## src/rtl/arm_prefetch_unit_if.sv

```systemverilog
// Fetch-side bus of arm_prefetch_unit: memory request/response, redirect
// request from execute and the decode-facing instruction handshake.
// Optional macro FETCH_ABORT_EN adds abort / inst_abort.
interface arm_prefetch_unit_if #(
    parameter int unsigned ADDR_W = 32
);
    // memory side
    logic              nWAIT;
    logic [31:0]       D;
    logic [ADDR_W-1:0] A;
    logic              nMREQ;
    logic              seq;
    logic [1:0]        mas;
    logic              nOPC;
    // redirect from execute
    logic              redirect_valid;
    logic [ADDR_W-1:0] redirect_target;
    logic              redirect_thumb;
    // decode side
    logic              dec_ready;
    logic              inst_valid;
    logic [31:0]       inst_data;
    logic [ADDR_W-1:0] inst_pc;
    logic              inst_thumb;
    logic              tbit;
`ifdef FETCH_ABORT_EN
    logic              abort;
    logic              inst_abort;
`endif

    // prefetch unit side
    modport master (
        input  nWAIT, D, redirect_valid, redirect_target, redirect_thumb, dec_ready,
`ifdef FETCH_ABORT_EN
        input  abort,
        output inst_abort,
`endif
        output A, nMREQ, seq, mas, nOPC,
        output inst_valid, inst_data, inst_pc, inst_thumb, tbit
    );

    // memory / execute / decode side
    modport slave (
        output nWAIT, D, redirect_valid, redirect_target, redirect_thumb, dec_ready,
`ifdef FETCH_ABORT_EN
        output abort,
        input  inst_abort,
`endif
        input  A, nMREQ, seq, mas, nOPC,
        input  inst_valid, inst_data, inst_pc, inst_thumb, tbit
    );
endinterface

```

## src/rtl/arm_prefetch_unit.sv

```systemverilog
// ARM/Thumb prefetch unit: owns the PC, issues opcode fetches honouring
// nWAIT, buffers them in a QUEUE_DEPTH-entry FIFO for decode, and flushes
// on branch/BX redirects.
// Optional macro FETCH_ABORT_EN: faulted fetches are flagged and stop fetch
// until the next redirect.
module arm_prefetch_unit #(
    parameter int unsigned      ADDR_W       = 32,
    parameter int unsigned      QUEUE_DEPTH  = 2,
    parameter logic [ADDR_W-1:0] RESET_VECTOR = '0
) (
    input logic                 mclk,
    input logic                 nReset,
    arm_prefetch_unit_if.master bus
);

    localparam int unsigned PTR_W = $clog2(QUEUE_DEPTH);
    localparam int unsigned CNT_W = $clog2(QUEUE_DEPTH) + 1;

    typedef enum logic [1:0] {
        S_IDLE,
        S_FETCH,
        S_FULL
`ifdef FETCH_ABORT_EN
        ,
        S_ABORTED
`endif
    } state_t;

    state_t            state_q, state_d;
    logic [ADDR_W-1:0] pc_q, pc_d;
    logic              tbit_q, tbit_d;
    logic              seq_q, seq_d;
    logic [CNT_W-1:0]  count_q, count_d;
    logic [PTR_W-1:0]  rd_ptr_q, rd_ptr_d;
    logic [PTR_W-1:0]  wr_ptr_q, wr_ptr_d;

    logic [31:0]       fifo_data_q  [QUEUE_DEPTH];
    logic [31:0]       fifo_data_d  [QUEUE_DEPTH];
    logic [ADDR_W-1:0] fifo_pc_q    [QUEUE_DEPTH];
    logic [ADDR_W-1:0] fifo_pc_d    [QUEUE_DEPTH];
    logic              fifo_thumb_q [QUEUE_DEPTH];
    logic              fifo_thumb_d [QUEUE_DEPTH];
`ifdef FETCH_ABORT_EN
    logic              fifo_abort_q [QUEUE_DEPTH];
    logic              fifo_abort_d [QUEUE_DEPTH];
`endif

    logic              req;
    logic              complete;
    logic              push;
    logic              pop;
    logic              head_valid;
    logic [15:0]       half_sel;
    logic [31:0]       push_data;
    logic [ADDR_W-1:0] align_mask;

    // Request, completion and FIFO handshake decode
    always_comb begin
        head_valid = (count_q != '0);
        req        = (state_q == S_FETCH) && (count_q < CNT_W'(QUEUE_DEPTH));
        complete   = req && bus.nWAIT;
        // a redirect discards both the completing access and any pop
        push       = complete && !bus.redirect_valid;
        pop        = head_valid && bus.dec_ready && !bus.redirect_valid;
        half_sel   = pc_q[1] ? bus.D[31:16] : bus.D[15:0];
        push_data  = tbit_q ? {16'h0000, half_sel} : bus.D;
        align_mask = bus.redirect_thumb ? ADDR_W'(1) : ADDR_W'(3);
    end

    // Next-state: FSM, PC/tbit/seq tracking and FIFO bookkeeping
    always_comb begin
        state_d      = state_q;
        pc_d         = pc_q;
        tbit_d       = tbit_q;
        seq_d        = seq_q;
        count_d      = count_q;
        rd_ptr_d     = rd_ptr_q;
        wr_ptr_d     = wr_ptr_q;
        fifo_data_d  = fifo_data_q;
        fifo_pc_d    = fifo_pc_q;
        fifo_thumb_d = fifo_thumb_q;
`ifdef FETCH_ABORT_EN
        fifo_abort_d = fifo_abort_q;
`endif

        case (state_q)
            S_IDLE:  state_d = S_FETCH;
            S_FETCH: if (push && !pop && count_q == CNT_W'(QUEUE_DEPTH - 1)) state_d = S_FULL;
            S_FULL:  if (pop) state_d = S_FETCH;
            default: state_d = state_q;
        endcase
`ifdef FETCH_ABORT_EN
        if (push && bus.abort) state_d = S_ABORTED;
`endif

        // seq holds through wait states, otherwise tracks last-cycle completion
        if (req && !bus.nWAIT) seq_d = seq_q;
        else                   seq_d = complete;

        if (complete) pc_d = pc_q + (tbit_q ? ADDR_W'(2) : ADDR_W'(4));

        if (push) begin
            fifo_data_d[wr_ptr_q]  = push_data;
            fifo_pc_d[wr_ptr_q]    = pc_q;
            fifo_thumb_d[wr_ptr_q] = tbit_q;
`ifdef FETCH_ABORT_EN
            fifo_abort_d[wr_ptr_q] = bus.abort;
`endif
            wr_ptr_d = wr_ptr_q + PTR_W'(1);
        end
        if (pop) rd_ptr_d = rd_ptr_q + PTR_W'(1);

        case ({push, pop})
            2'b10:   count_d = count_q + CNT_W'(1);
            2'b01:   count_d = count_q - CNT_W'(1);
            default: count_d = count_q;
        endcase

        if (bus.redirect_valid) begin
            state_d  = S_FETCH;
            pc_d     = bus.redirect_target & ~align_mask;
            tbit_d   = bus.redirect_thumb;
            seq_d    = 1'b0;
            count_d  = '0;
            rd_ptr_d = '0;
            wr_ptr_d = '0;
        end
    end

    // State and FIFO registers
    always_ff @(posedge mclk or negedge nReset) begin
        if (!nReset) begin
            state_q  <= S_IDLE;
            pc_q     <= RESET_VECTOR;
            tbit_q   <= 1'b0;
            seq_q    <= 1'b0;
            count_q  <= '0;
            rd_ptr_q <= '0;
            wr_ptr_q <= '0;
            for (int unsigned i = 0; i < QUEUE_DEPTH; i++) begin
                fifo_data_q[i]  <= '0;
                fifo_pc_q[i]    <= '0;
                fifo_thumb_q[i] <= 1'b0;
`ifdef FETCH_ABORT_EN
                fifo_abort_q[i] <= 1'b0;
`endif
            end
        end else begin
            state_q      <= state_d;
            pc_q         <= pc_d;
            tbit_q       <= tbit_d;
            seq_q        <= seq_d;
            count_q      <= count_d;
            rd_ptr_q     <= rd_ptr_d;
            wr_ptr_q     <= wr_ptr_d;
            fifo_data_q  <= fifo_data_d;
            fifo_pc_q    <= fifo_pc_d;
            fifo_thumb_q <= fifo_thumb_d;
`ifdef FETCH_ABORT_EN
            fifo_abort_q <= fifo_abort_d;
`endif
        end
    end

    assign bus.A          = pc_q;
    assign bus.nMREQ      = !req;
    assign bus.nOPC       = !req;
    assign bus.seq        = seq_q;
    assign bus.mas        = tbit_q ? 2'b01 : 2'b10;
    assign bus.tbit       = tbit_q;
    assign bus.inst_valid = head_valid;
    assign bus.inst_data  = head_valid ? fifo_data_q[rd_ptr_q]  : '0;
    assign bus.inst_pc    = head_valid ? fifo_pc_q[rd_ptr_q]    : '0;
    assign bus.inst_thumb = head_valid ? fifo_thumb_q[rd_ptr_q] : 1'b0;
`ifdef FETCH_ABORT_EN
    assign bus.inst_abort = head_valid ? fifo_abort_q[rd_ptr_q] : 1'b0;
`endif

endmodule

```

## src/flat_wrapper.sv

```systemverilog
// flat-port wrapper written by rule: the top's interface ports become plain ports
module arm_prefetch_unit_flat 
#(
    parameter int unsigned      ADDR_W       = 32,
    parameter int unsigned      QUEUE_DEPTH  = 2,
    parameter logic [ADDR_W-1:0] RESET_VECTOR = '0
)
  (mclk, nReset, bus_nWAIT, bus_D, bus_redirect_valid, bus_redirect_target, bus_redirect_thumb, bus_dec_ready, bus_A, bus_nMREQ, bus_seq, bus_mas, bus_nOPC, bus_inst_valid, bus_inst_data, bus_inst_pc, bus_inst_thumb, bus_tbit);
  arm_prefetch_unit_if #(.ADDR_W(ADDR_W)) bus_i ();
  input logic mclk;
  input logic nReset;
  input wire logic [$bits(bus_i.nWAIT)-1:0] bus_nWAIT;
  input wire logic [$bits(bus_i.D)-1:0] bus_D;
  input wire logic [$bits(bus_i.redirect_valid)-1:0] bus_redirect_valid;
  input wire logic [$bits(bus_i.redirect_target)-1:0] bus_redirect_target;
  input wire logic [$bits(bus_i.redirect_thumb)-1:0] bus_redirect_thumb;
  input wire logic [$bits(bus_i.dec_ready)-1:0] bus_dec_ready;
  output wire logic [$bits(bus_i.A)-1:0] bus_A;
  output wire logic [$bits(bus_i.nMREQ)-1:0] bus_nMREQ;
  output wire logic [$bits(bus_i.seq)-1:0] bus_seq;
  output wire logic [$bits(bus_i.mas)-1:0] bus_mas;
  output wire logic [$bits(bus_i.nOPC)-1:0] bus_nOPC;
  output wire logic [$bits(bus_i.inst_valid)-1:0] bus_inst_valid;
  output wire logic [$bits(bus_i.inst_data)-1:0] bus_inst_data;
  output wire logic [$bits(bus_i.inst_pc)-1:0] bus_inst_pc;
  output wire logic [$bits(bus_i.inst_thumb)-1:0] bus_inst_thumb;
  output wire logic [$bits(bus_i.tbit)-1:0] bus_tbit;
  assign bus_i.nWAIT = bus_nWAIT;
  assign bus_i.D = bus_D;
  assign bus_i.redirect_valid = bus_redirect_valid;
  assign bus_i.redirect_target = bus_redirect_target;
  assign bus_i.redirect_thumb = bus_redirect_thumb;
  assign bus_i.dec_ready = bus_dec_ready;
  assign bus_A = bus_i.A;
  assign bus_nMREQ = bus_i.nMREQ;
  assign bus_seq = bus_i.seq;
  assign bus_mas = bus_i.mas;
  assign bus_nOPC = bus_i.nOPC;
  assign bus_inst_valid = bus_i.inst_valid;
  assign bus_inst_data = bus_i.inst_data;
  assign bus_inst_pc = bus_i.inst_pc;
  assign bus_inst_thumb = bus_i.inst_thumb;
  assign bus_tbit = bus_i.tbit;
  arm_prefetch_unit #(.ADDR_W(ADDR_W), .QUEUE_DEPTH(QUEUE_DEPTH), .RESET_VECTOR(RESET_VECTOR)) u_core (.mclk(mclk), .nReset(nReset), .bus(bus_i));
endmodule
```

## config.mk

```make
export PLATFORM = sky130hd
export DESIGN_NAME = arm_prefetch_unit_flat
export DESIGN_NICKNAME = d
export VERILOG_FILES = /design/src/rtl/arm_prefetch_unit_if.sv /design/src/rtl/arm_prefetch_unit.sv /design/src/flat_wrapper.sv
export SDC_FILE = /design/constraint.sdc
export NUM_CORES = 1
export LEC_CHECK = 0
export ABC_CLOCK_PERIOD_IN_PS = 4250
export BUFFER_PORTS_ARGS = -buffer_cell sky130_fd_sc_hd__clkbuf_2
export CAP_MARGIN = 20
export CORE_ASPECT_RATIO = 0.6
export CORE_UTILIZATION = 59
export DETAILED_ROUTE_END_ITERATION = 8
export GPL_ROUTABILITY_DRIVEN = 0
export PLACE_DENSITY = 0.94
export SYNTH_ARGS = -nofsm -noshare
export SYNTH_HDL_FRONTEND = slang
export SYNTH_SLANG_ARGS = --single-unit
```

## constraint.sdc

```tcl
create_clock -name mclk -period 4.25 [get_ports mclk]
set_clock_uncertainty 0.15 [all_clocks]
set_input_delay 1.0625 -clock mclk [delete_from_list [all_inputs] [get_ports mclk]]
set_output_delay 1.0625 -clock mclk [all_outputs]
set_load 0.05 [all_outputs]
```

==> impl_metrics.py, run 1 <==
metrics = {
    "sta": {
        "finalSetupViolCount": 0,
        "fin_crit_sh_pct": 81.36,
        "tightest_slew_ns": 0.9556,
        "slew_headroom_pct": 36.14,
        "grt_setup_unrepaired": "no",
        "slew_violations": 0,
        "setup_tns_ns": 0,
        "period_needed_ns": 3.458,
        "hold_viol_final": 0,
        "max_clock_freq_ghz": 0.2892,
    },
    "cells_and_area": {
        "final_util_pct": 73.46,
        "area_growth_pct": 19.05,
        "final_cells": 1178,
        "nets": 1070,
        "diodes": 0,
        "drive_gt1_share_pct": 25.10,
    },
    "clock_network": {
        "cts_buffers": 17,
        "cts-root-buf": "clkbuf_16",
        "postCtsSetupBuffers": 0,
        "clock_latency_ns": 0.42,
        "numClockSinks": 167,
        "cts.repair.resized": 0,
        "ctsHoldBuffers": 0,
        "cts_tree": "done",
        "clk_pin_slew_ns": 0.06,
        "cts_buffer_depth": 2,
        "htreeDepth": 4,
    },
    "floorplanning": {
        "die-height_um": 92.78,
        "io_pins": 174,
        "core_um2": 13130,
        "start_util_pct": 61.70,
        "dieArea_um2": 14220,
        "rows": 32,
        "die_w_um": 153.3,
    },
    "synth": {
        "ys_seq_area_share_pct": 51.58,
        "synth_cell_types": 42,
        "synthCells": 853,
        "synth_area_per_cell_um2": 9.499,
        "async_reset_ff_share_pct": 100.0,
        "synth_warnings": 0,
        "synth-main-ff-cell": "dfrtp_1",
        "syn-cell-area_um2": 8103,
        "synth_edf_count": 0,
        "ys_ff_latch": 167,
    },
    "routing": {
        "drtIter0Drc": 628,
        "wl_per_cell_um": 17.83,
        "ant_nets": 0,
        "drc": 0,
        "viasPerCell": 5.900,
        "vias": 6950,
        "drtPass1Iterations": 4,
        "drt-total-wl_um": 21000,
    },
    "global_routing": {
        "grt_pass1_vias": 6734,
        "antenna_found_initial": 0,
        "grt.total_usage_pct": 31.34,
        "grt_overflow_total": 0,
        "grt_max_degree": 94,
        "grt_pass1_wl_um": 34530,
    },
    "placement": {
        "dp_cells": 1146,
        "hpwl_um": 13920,
        "portBuffers": 170,
    },
    "setup_path": {
        "timing.rr.start": "u_core.bus.tbit$_DFFE_PN0P_",
        "crit_path_start_kind": "flop",
        "critical_path.max_stage_delay_ns": 0.83,
        "rr_worst_depth": 7,
        "critical_path_depth": 4,
        "worstPathRequired_ns": 3.04,
        "setup.worst_path.end_class": "primary output",
        "worstPathArrival_ns": 2.25,
        "crit_family": "flip-flops",
        "critPathCapture": "bus_inst_pc[30]",
        "criticalPathCategory": "flop to primary output",
        "cp_max_fo": 35,
        "path_cells": "buf_4, mux2i_1, nor2_1, clkbuf_2",
        "crit_start": "u_core.rd_ptr_q$_DFFE_PN0P_",
        "critical_path_buf_inv_count": 2,
        "regToRegEndpoint": "u_core.bus.A[21]$_DFFE_PN0N_",
        "critPathSlowestCell": "dfrtp_4",
        "reg2reg_slack_ns": 1.38,
    },
    "power_and_ir_drop": {
        "p_leak_uw": 0.004654,
        "peakVddDrop_uv": 478.9,
        "power_density_nw_per_um2": 782.1,
    },
    "run_status": {
        "status": "complete, no violations",
    },
    "min_path": {
        "min_path_cells": 2,
        "min_path_type": "flop to flop",
    },
    "job": {
        "maxCapViolations": 0,
    },
}
==> how the worst min path moves through the flow <==
stage	from	to	slack [ns]
floorplan	u_core.fifo_pc_q[53]$_DFFE_PN0P_	u_core.fifo_pc_q[53]$_DFFE_PN0P_	0.30
global placement	u_core.fifo_pc_q[57]$_DFFE_PN0P_	u_core.fifo_pc_q[57]$_DFFE_PN0P_	0.31
detailed placement	u_core.fifo_pc_q[57]$_DFFE_PN0P_	u_core.fifo_pc_q[57]$_DFFE_PN0P_	0.31
CTS	u_core.fifo_pc_q[42]$_DFFE_PN0P_	u_core.fifo_pc_q[42]$_DFFE_PN0P_	0.33
global route	u_core.fifo_data_q[4]$_DFFE_PN0P_	u_core.fifo_data_q[4]$_DFFE_PN0P_	0.35
finish	u_core.fifo_data_q[5]$_DFFE_PN0P_	u_core.fifo_data_q[5]$_DFFE_PN0P_	0.33
==> logic make-up (layout without fill, tap and decap cells) <==
kind of cell | Yosys count | in the layout | synth area share, %
buffers and inverters | 72 | 226 | 3.860
AOI/OAI and AO/OA | 129 | 129 | 8.941
other | 1 | 2 | 0.04628
DFF | 167 | 167 | 51.58
muxes | 110 | 110 | 14.04
and+or+nand+nor | 357 | 357 | 19.38
xor gates and xnor gates | 12 | 12 | 1.297
adders and majority gates | 5 | 5 | 0.8648
==> where the power goes <==
| part | internal, uW | leakage [uW] | switching, uW | total [uW] |
|---|---|---|---|---|
| Clock | 870 | 0.000274 | 662 | 1530 |
| Combinational | 987 | 0.00232 | 2330 | 3320 |
| Sequential | 2220 | 0.00206 | 474 | 2690 |
| Total | 4080 | 0.00465 | 3470 | 7540 |
==> registers in the layout, indices dropped and copies added, names as in the netlist <==
signal	cells
u_core.bus.A	31
u_core.wr_ptr_q	1
u_core.fifo_pc_q	62
u_core.rd_ptr_q	1
u_core.fifo_thumb_q	2
u_core.bus.seq	1
u_core.bus.tbit	1
u_core.state_q	2
u_core.count_q	2
u_core.fifo_data_q	64
==> layer usage <==
metal  global-route usage, %  vias up  share of wire, %
met1                   44.49     3387                45
met4                   10.77        0               1.8
met2                   47.75      321                46
met5                       0        -                 0
li1                        -     3197                 -
met3                   6.926       45               7.5
==> area by class of cell <==
| class | instances | area, um2 |
|---|---|---|
| repair buffers | 184 | 999.7 |
| well taps | 170 | 212.7 |
| flip-flops and latches | 167 | 4183 |
| fillers | 929 | 3486 |
| multi-input cells | 615 | 3636 |
| clock inverters | 14 | 148.9 |
| clock buffers | 18 | 429.2 |
| inverters | 10 | 37.54 |
==> tightest hold or removal path: cells and delay by family (launching register included) <==
family / cells / cell delay [ns]
simple gates: 1 / 0.04
compound gates: 1 / 0.06
flops: 1 / 0.34
==> stage by stage <==
step	setup WS (ns)	area, um2	power [uW]	hold WS (ns)
finish	0.7923	9647	7544	0.3308
global route	0.6927	9647	7952	0.3492
CTS	0.7784	9647	7551	0.3290
detailed placement	1.049	9069	5991	0.3114
global placement	1.102	9069	5843	0.3062
floorplan	1.241	8107	5125	0.2951
==> placed cells by master, fill, tap and decap left out, types with 2 or more instances in the layout <==
cell type   count
a31oi_1        19
clkinv_2        3
or3_1           4
a21oi_1         3
nand2_1       194
nand4_1        10
clkbuf_16      17
dfrtp_1       166
bufinv_16       2
a21o_1          2
buf_12          3
nor2_1         91
xor2_1          6
o31ai_1        15
clkbuf_2      169
inv_1           9
nor2b_1         2
o21ai_0        87
conb_1          2
buf_4          11
nor3_1          3
mux2i_1        81
and4_1          4
or4_1          16
and3_1          6
inv_6           4
nand3_1        15
ha_1            3
clkinvlp_4      4
xnor2_1         6
mux2_2         29
==> synth_stat cells (2+ instances only) <==
cell type	number	area, um2
a21o_1	2	15.01
a21oi_1	3	15.01
a31oi_1	19	118.9
and3_1	6	37.54
and4_1	4	35.03
buf_1	5	18.77
buf_2	13	65.06
buf_4	5	37.54
clkbuf_1	38	142.6
dfrtp_1	167	4179
ha_1	4	50.05
inv_1	9	33.78
mux2_2	29	326.6
mux2i_1	81	810.8
nand2_1	194	728.2
nand3_1	16	80.08
nand4_1	10	62.56
nor2_1	91	341.6
nor2b_1	2	12.51
nor3_1	4	20.02
o21ai_0	87	435.4
o31ai_1	15	112.6
or3_1	5	31.28
or4_1	16	120.1
xnor2_1	6	52.55
xor2_1	6	52.55
Power figures use the tool's default switching activity.
==> inputs of run 2 (changes only) <==
--- a/config.mk
+++ b/config.mk
@@ -5,14 +5,14 @@
 export SDC_FILE = /design/constraint.sdc
 export NUM_CORES = 1
 export LEC_CHECK = 0
-export ABC_CLOCK_PERIOD_IN_PS = 4250
+export ABC_CLOCK_PERIOD_IN_PS = 3500
 export BUFFER_PORTS_ARGS = -buffer_cell sky130_fd_sc_hd__clkbuf_2
 export CAP_MARGIN = 20
 export CORE_ASPECT_RATIO = 0.6
-export CORE_UTILIZATION = 59
+export CORE_UTILIZATION = 55
 export DETAILED_ROUTE_END_ITERATION = 8
 export GPL_ROUTABILITY_DRIVEN = 0
-export PLACE_DENSITY = 0.94
+export PLACE_DENSITY = 0.89
 export SYNTH_ARGS = -nofsm -noshare
 export SYNTH_HDL_FRONTEND = slang
 export SYNTH_SLANG_ARGS = --single-unit
==> constraint.sdc (replaced) <==
create_clock -name mclk -period 3.5 [get_ports mclk]
set_clock_uncertainty 0.15 [all_clocks]
set_input_delay 0.875 -clock mclk [delete_from_list [all_inputs] [get_ports mclk]]
set_output_delay 0.875 -clock mclk [all_outputs]
set_load 0.05 [all_outputs]
==> run 2 against run 1 <==
Highest routed layer unchanged. Sequential share of layout area is 0.54 points lower. Hold slack worse by 0.041 ns. First-iteration DRC count is 23% lower. Sequential power is 21% higher. Non-clock buffer count is 5 higher. Register-to-register slack worse by 0.73 ns. Total power is 23% higher. Clock power is 31% higher. Final cell count is 2.3% higher. Core utilization is 3.7 points lower. Flip-flop and latch count stayed put. Combinational power is 21% higher.
==> impl_metrics.py, run 2 (synthesis gave the netlist of run 1 again) <==
metrics = {
    "cells_and_area": {
        "postLayoutCellArea_um2": 9768,
        "area.sequential_um2": 4183,
        "nets": 1075,
        "layout_common_cells": "194 x nand2_1, 169 x clkbuf_2, 166 x dfrtp_1",
        "final_cells": 1205,
        "drive_gt1_share_pct": 25.57,
        "regMostFlops": "u_core.fifo_data_q",
        "multiInputGateArea_um2": 3636,
        "num-fill-cells": 1070,
        "largest_reg_flops": 64,
        "area_growth_pct": 20.55,
        "layout_commonest_cell": "nand2_1",
        "diodes": 0,
    },
    "clock_network": {
        "cts-root-buf": "clkbuf_16",
        "cts.repair.resized": 0,
        "cts_buffers": 17,
        "ctsHoldBuffers": 0,
        "htreeDepth": 4,
        "cts_tree": "done",
        "cts_buffer_depth": 2,
        "clock_latency_ns": 0.42,
        "numClockSinks": 167,
        "postCtsSetupBuffers": 0,
        "clk_pin_slew_ns": 0.07,
    },
    "routing": {
        "wl_per_cell_um": 17.16,
        "viasPerCell": 5.727,
        "drt-total-wl_um": 20680,
        "drtPass1Iterations": 6,
        "drc": 0,
        "ant_nets": 0,
        "vias": 6901,
        "drtIter0Drc": 482,
    },
    "floorplanning": {
        "io_pins": 174,
        "start_util_pct": 57.89,
        "rows": 33,
        "die-height_um": 96.02,
        "dieArea_um2": 15240,
        "die_w_um": 158.7,
        "core_um2": 14000,
    },
    "global_routing": {
        "grt_overflow_total": 0,
        "grt_pass1_wl_um": 33040,
        "grt.total_usage_pct": 28.65,
        "grt_pass1_vias": 6409,
        "grt_max_degree": 81,
        "antenna_found_initial": 0,
    },
    "sta": {
        "period_needed_ns": 3.152,
        "finalSetupViolCount": 0,
        "hold_viol_final": 0,
        "slew_violations": 0,
        "fin_crit_sh_pct": 90.05,
        "max_clock_freq_ghz": 0.3173,
        "slew_headroom_pct": 35.98,
        "tightest_slew_ns": 0.9580,
        "grt_setup_unrepaired": "no",
        "setup_tns_ns": 0,
    },
    "setup_path": {
        "worstPathArrival_ns": 2.13,
        "cp_max_fo": 31,
        "regToRegEndpoint": "u_core.bus.A[21]$_DFFE_PN0N_",
        "crit_family": "flip-flops",
        "crit_path_start_kind": "flop",
        "criticalPathCategory": "flop to primary output",
        "reg2reg_slack_ns": 0.65,
        "rr_worst_depth": 7,
        "critical_path.max_stage_delay_ns": 0.79,
        "path_cells": "buf_4, mux2i_1, nor2_1, clkbuf_2",
        "worstPathRequired_ns": 2.47,
        "setup.worst_path.end_class": "primary output",
        "critPathSlowestCell": "dfrtp_4",
        "timing.rr.start": "u_core.bus.tbit$_DFFE_PN0P_",
        "critical_path_buf_inv_count": 2,
    },
    "power_and_ir_drop": {
        "power_density_nw_per_um2": 950.5,
        "peakVddDrop_uv": 568.3,
        "p_leak_uw": 0.004713,
    },
    "run_status": {
        "status": "complete, no violations",
    },
    "placement": {
        "portBuffers": 170,
        "hpwl_um": 14000,
        "dpl-instance-area_um2": 9134,
        "dp_cells": 1173,
    },
    "job": {
        "maxCapViolations": 0,
    },
    "min_path": {
        "min_path_type": "primary input to async pin",
    },
}
## run 2: changes by cell type in the layout (fill, tap and decap cells not counted), sizes merged
| cell | before | now |
|---|---|---|
| buf | 15 | 20 |
| clkinvlp | 4 | 1 |
| inv | 13 | 16 |
| clkinv | 5 | 3 |
| bufinv | 2 | 3 |
| clkbuf | 187 | 188 |
## run 2: worst max path at each step
stage                                     start                                 end  slack, ns  cells after the start
floorplan           u_core.bus.tbit$_DFFE_PN0P_        u_core.bus.A[20]$_DFFE_PN0N_       0.63                      8
global placement                      bus_nWAIT  u_core.fifo_data_q[62]$_DFFE_PN0P_       0.72                      6
detailed placement                    bus_nWAIT  u_core.fifo_data_q[37]$_DFFE_PN0P_       0.64                      6
CTS                 u_core.rd_ptr_q$_DFFE_PN0P_                     bus_inst_pc[15]       0.35                      4
global route        u_core.rd_ptr_q$_DFFE_PN0P_                     bus_inst_pc[31]       0.27                      4
finish              u_core.rd_ptr_q$_DFFE_PN0P_                     bus_inst_pc[15]       0.35                      4
## run 2: final cells by class
type                            count  area share [%]
Clock inverter                     13           1.857
Timing Repair Buffer              189           10.62
Tap cell                          192           2.459
Multi-Input combinational cell    615           37.22
Inverter                           10          0.3843
Sequential cell                   167           42.82
Clock buffer                       19           4.637
## run 2: metal layers
metal / part of all wire [%] / wire length, um / track usage [%] / up-vias
li1: - / - / - / 3221
met1: 46 / 9507 / 41.57 / 3354
met5: 0 / 0 / 0 / -
met3: 7.9 / 1643 / 5.403 / 24
met2: 45 / 9326 / 44.74 / 302
met4: 0.96 / 199 / 6.811 / 0
## run 2: per-stage QoR
step / power [uW] / setup slack, ns / hold slack, ns / utilization [%]
floorplan: 6223 / 0.6323 / 0.2951 / -
CTS: 9308 / 0.3467 / 0.3200 / 69.79
global placement: 7118 / 0.7193 / 0.3088 / 65.25
detailed placement: 7274 / 0.6406 / 0.3141 / 65.25
global route: 9799 / 0.2689 / 0.3383 / 69.79
finish: 9285 / 0.3482 / 0.2894 / 69.79
## run 2: report_power, final
group | internal (uW) | switching [uW]
Combinational | 1200 | 2820
Clock | 1190 | 826
Sequential | 2690 | 556
## run 2: worst register-to-register path, cell delays in order, from the launching register on
cell,delay (ns)
dfrtp_1,0.49
ha_1,0.22
inv_1,0.06
fa_1,0.45
and3b_1,0.39
nand2_1,0.29
or4_1,0.55
a31oi_1,0.19
==> inputs of run 3 (changes only) <==
--- a/config.mk
+++ b/config.mk
@@ -5,14 +5,15 @@
 export SDC_FILE = /design/constraint.sdc
 export NUM_CORES = 1
 export LEC_CHECK = 0
+export ABC_AREA = 1
 export ABC_CLOCK_PERIOD_IN_PS = 3500
 export BUFFER_PORTS_ARGS = -buffer_cell sky130_fd_sc_hd__clkbuf_2
 export CAP_MARGIN = 20
 export CORE_ASPECT_RATIO = 0.6
-export CORE_UTILIZATION = 55
+export CORE_UTILIZATION = 56
 export DETAILED_ROUTE_END_ITERATION = 8
 export GPL_ROUTABILITY_DRIVEN = 0
-export PLACE_DENSITY = 0.89
+export PLACE_DENSITY = 0.83
 export SYNTH_ARGS = -nofsm -noshare
 export SYNTH_HDL_FRONTEND = slang
 export SYNTH_SLANG_ARGS = --single-unit
==> run 3 against run 2 <==
Die area increased by 5.5%. First-iteration DRC count increased by 100%. Clock power decreased by 4%. Flip-flop and latch count unchanged. Non-clock buffer count decreased by 7. Largest power group unchanged.
==> impl_metrics.py, run 3 <==
metrics = {
    "synth": {
        "yosys.area.top_type": "dfrtp_1",
        "synth_edf_count": 0,
        "synth_most_common_cell": "nand2_1",
        "synth_top_area_share_pct": 47.98,
        "synth-main-ff-cell": "dfrtp_1",
        "ys_ff_latch": 167,
        "ys_seq_area_share_pct": 47.98,
        "async_reset_ff_share_pct": 100.0,
        "ys_top_cells_by_count": "365 x nand2_1, 167 x dfrtp_1, 156 x o21ai_0",
        "ys_top_cells_by_area": "dfrtp_1 48%, nand2_1 16%, o21ai_0 9.0%",
        "synth_cell_types": 34,
        "synth_warnings": 0,
        "syn-cell-area_um2": 8710,
        "synth_area_per_cell_um2": 7.502,
        "synthCells": 1161,
    },
    "routing": {
        "met1_length_um": 11310,
        "drt-total-wl_um": 24190,
        "viasPerCell": 5.468,
        "vias": 8257,
        "dr_wl_met2_um": 10020,
        "maxUsedRoutingLayer": "met4",
        "wl_met3_um": 2648,
        "drtPass1Iterations": 6,
        "drtIter0Drc": 972,
        "wl_per_cell_um": 16.02,
        "ant_nets": 0,
        "drc": 0,
    },
    "cells_and_area": {
        "num-fill-cells": 1259,
        "regMostFlops": "u_core.fifo_data_q",
        "layout_common_cells": "365 x nand2_1, 169 x clkbuf_2, 166 x dfrtp_1",
        "layout_commonest_cell": "nand2_1",
        "area_growth_pct": 17.01,
        "drive_gt1_share_pct": 19.74,
        "largest_reg_flops": 64,
        "nets": 1374,
        "final_util_pct": 68.64,
        "diodes": 0,
    },
    "floorplanning": {
        "rows": 34,
        "die-height_um": 98.60,
        "io_pins": 174,
        "start_util_pct": 58.66,
        "core_um2": 14850,
        "die_w_um": 163,
        "dieArea_um2": 16070,
    },
    "sta": {
        "finalSetupViolCount": 0,
        "fin_crit_sh_pct": 96.09,
        "grt_setup_unrepaired": "no",
        "hold_viol_final": 0,
        "slew_violations": 0,
        "period_needed_ns": 3.363,
        "tightest_slew_ns": 0.8767,
        "setup_tns_ns": 0,
        "slew_headroom_pct": 41.19,
        "max_clock_freq_ghz": 0.2973,
    },
    "clock_network": {
        "ctsHoldBuffers": 0,
        "numClockSinks": 167,
        "cts.repair.resized": 0,
        "cts_buffers": 17,
        "cts_buffer_depth": 2,
        "clock_latency_ns": 0.42,
        "postCtsSetupBuffers": 0,
        "cts-root-buf": "clkbuf_16",
        "cts_tree": "done",
        "clk_pin_slew_ns": 0.07,
        "htreeDepth": 4,
    },
    "power_and_ir_drop": {
        "p_sw_uw": 5061,
        "p_leak_uw": 0.005348,
        "power_density_nw_per_um2": 982.6,
        "intPower_uw": 4953,
        "pwr-share-comb_pct": 49.2,
        "peakVddDrop_uv": 611.0,
        "power.share.clock_pct": 19.3,
        "total_power_uw": 10010,
        "swShare_pct": 50.54,
        "seq_power_share_pct": 31.5,
    },
    "global_routing": {
        "grt_overflow_total": 0,
        "grt_max_degree": 97,
        "grt_pass1_vias": 7573,
        "antenna_found_initial": 0,
        "grt_pass1_wl_um": 39390,
        "grt.total_usage_pct": 31.76,
    },
    "setup_path": {
        "criticalPathCategory": "flop to primary output",
        "cp_max_fo": 26,
        "crit_path_start_kind": "flop",
        "rr_worst_depth": 11,
        "setup.worst_path.end_class": "primary output",
        "worstPathArrival_ns": 2.34,
        "worstPathRequired_ns": 2.47,
    },
    "placement": {
        "hpwl_um": 16830,
        "portBuffers": 170,
    },
    "run_status": {
        "status": "complete, no violations",
    },
    "min_path": {
        "min_path_type": "primary input to async pin",
    },
    "job": {
        "maxCapViolations": 0,
    },
}
-- run 3: cell count changes in the layout (fill, tap and decap cells not counted), moves of 29 or more --
cell and change:
nand2_1 +171, inv_1 +98, mux2i_1 -81, o21ai_0 +69, nor2_1 +49, a21oi_1 +32
o21ai_2 +32, mux2_2 -29
-- run 3: layout make-up --
class                   instances  area [um2]  area share, %
well taps                     198       247.7          2.431
clock buffers                  19       452.9          4.444
flip-flops and latches        167        4180          41.02
inverters                     114       434.2          4.260
repair buffers                182       988.4          9.699
multi-input cells             817        3721          36.51
clock inverters                13       166.4          1.633
-- run 3: cell families after synthesis --
kind of cell               count (synthesis)  share of synthesized area [%]
and+or+nand+nor                          553                          24.91
AOI/OAI and AO/OA                        250                          16.22
buffers and inverters                    178                          9.338
DFF                                      167                          47.98
xor gates and xnor gates                   7                         0.7039
adders and majority gates                  5                         0.8045
other                                      1                        0.04306
-- run 3: path summary, 6_finish.rpt --
check                                                     end                               start  slack, ns
min in group mclk          u_core.fifo_data_q[49]$_DFFE_PN0P_  u_core.fifo_data_q[49]$_DFFE_PN0P_       0.33
max                                           bus_inst_pc[19]         u_core.rd_ptr_q$_DFFE_PN0P_       0.14
max in group asynchronous    u_core.fifo_pc_q[37]$_DFFE_PN0P_                              nReset       2.15
min                              u_core.bus.A[18]$_DFFE_PN0N_                              nReset       0.25
min reg2reg                u_core.fifo_data_q[49]$_DFFE_PN0P_  u_core.fifo_data_q[49]$_DFFE_PN0P_       0.33
max reg2reg                      u_core.bus.A[27]$_DFFE_PN0N_         u_core.bus.A[1]$_DFFE_PN0N_       0.83
-- run 3: power by group through the flow --
stage / clock network [uW] / logic (uW) / registers, uW
after floorplan: 0 / 3510 / 3340
after global placement: 0 / 4820 / 3120
after detailed placement: 0 / 4910 / 3160
after CTS: 1950 / 4920 / 3140
after global routing: 2040 / 5320 / 3240
final: 1930 / 4930 / 3150
-- run 3: per-layer routing --
metal / global-route usage [%] / vias up
met1: 50.46 / 3871
met2: 43.40 / 426
met3: 7.744 / 23
met5: 0 / -
li1: - / 3937
met4: 6.542 / 0
-- run 3: per-stage QoR --
stage | cell area, um2 | setup WS [ns] | hold slack, ns | std cells
after global placement | 9568 | 0.5726 | 0.3055 | 1478
after detailed placement | 9568 | 0.5658 | 0.3102 | 1478
after CTS | 10190 | 0.1279 | 0.2773 | 1510
after global routing | 10190 | 0.01750 | 0.2902 | 1510
final | 10190 | 0.1367 | 0.2477 | 1510
after floorplan | 8713 | 0.1409 | 0.2936 | 1162
-- run 3: worst max-delay path, cell delays in order, from the launching register on --
cell      delay, ns
dfrtp_2        0.36
clkinv_1       0.68
buf_4          0.48
nor2_1         0.11
nor2_1         0.05
clkbuf_2       0.23
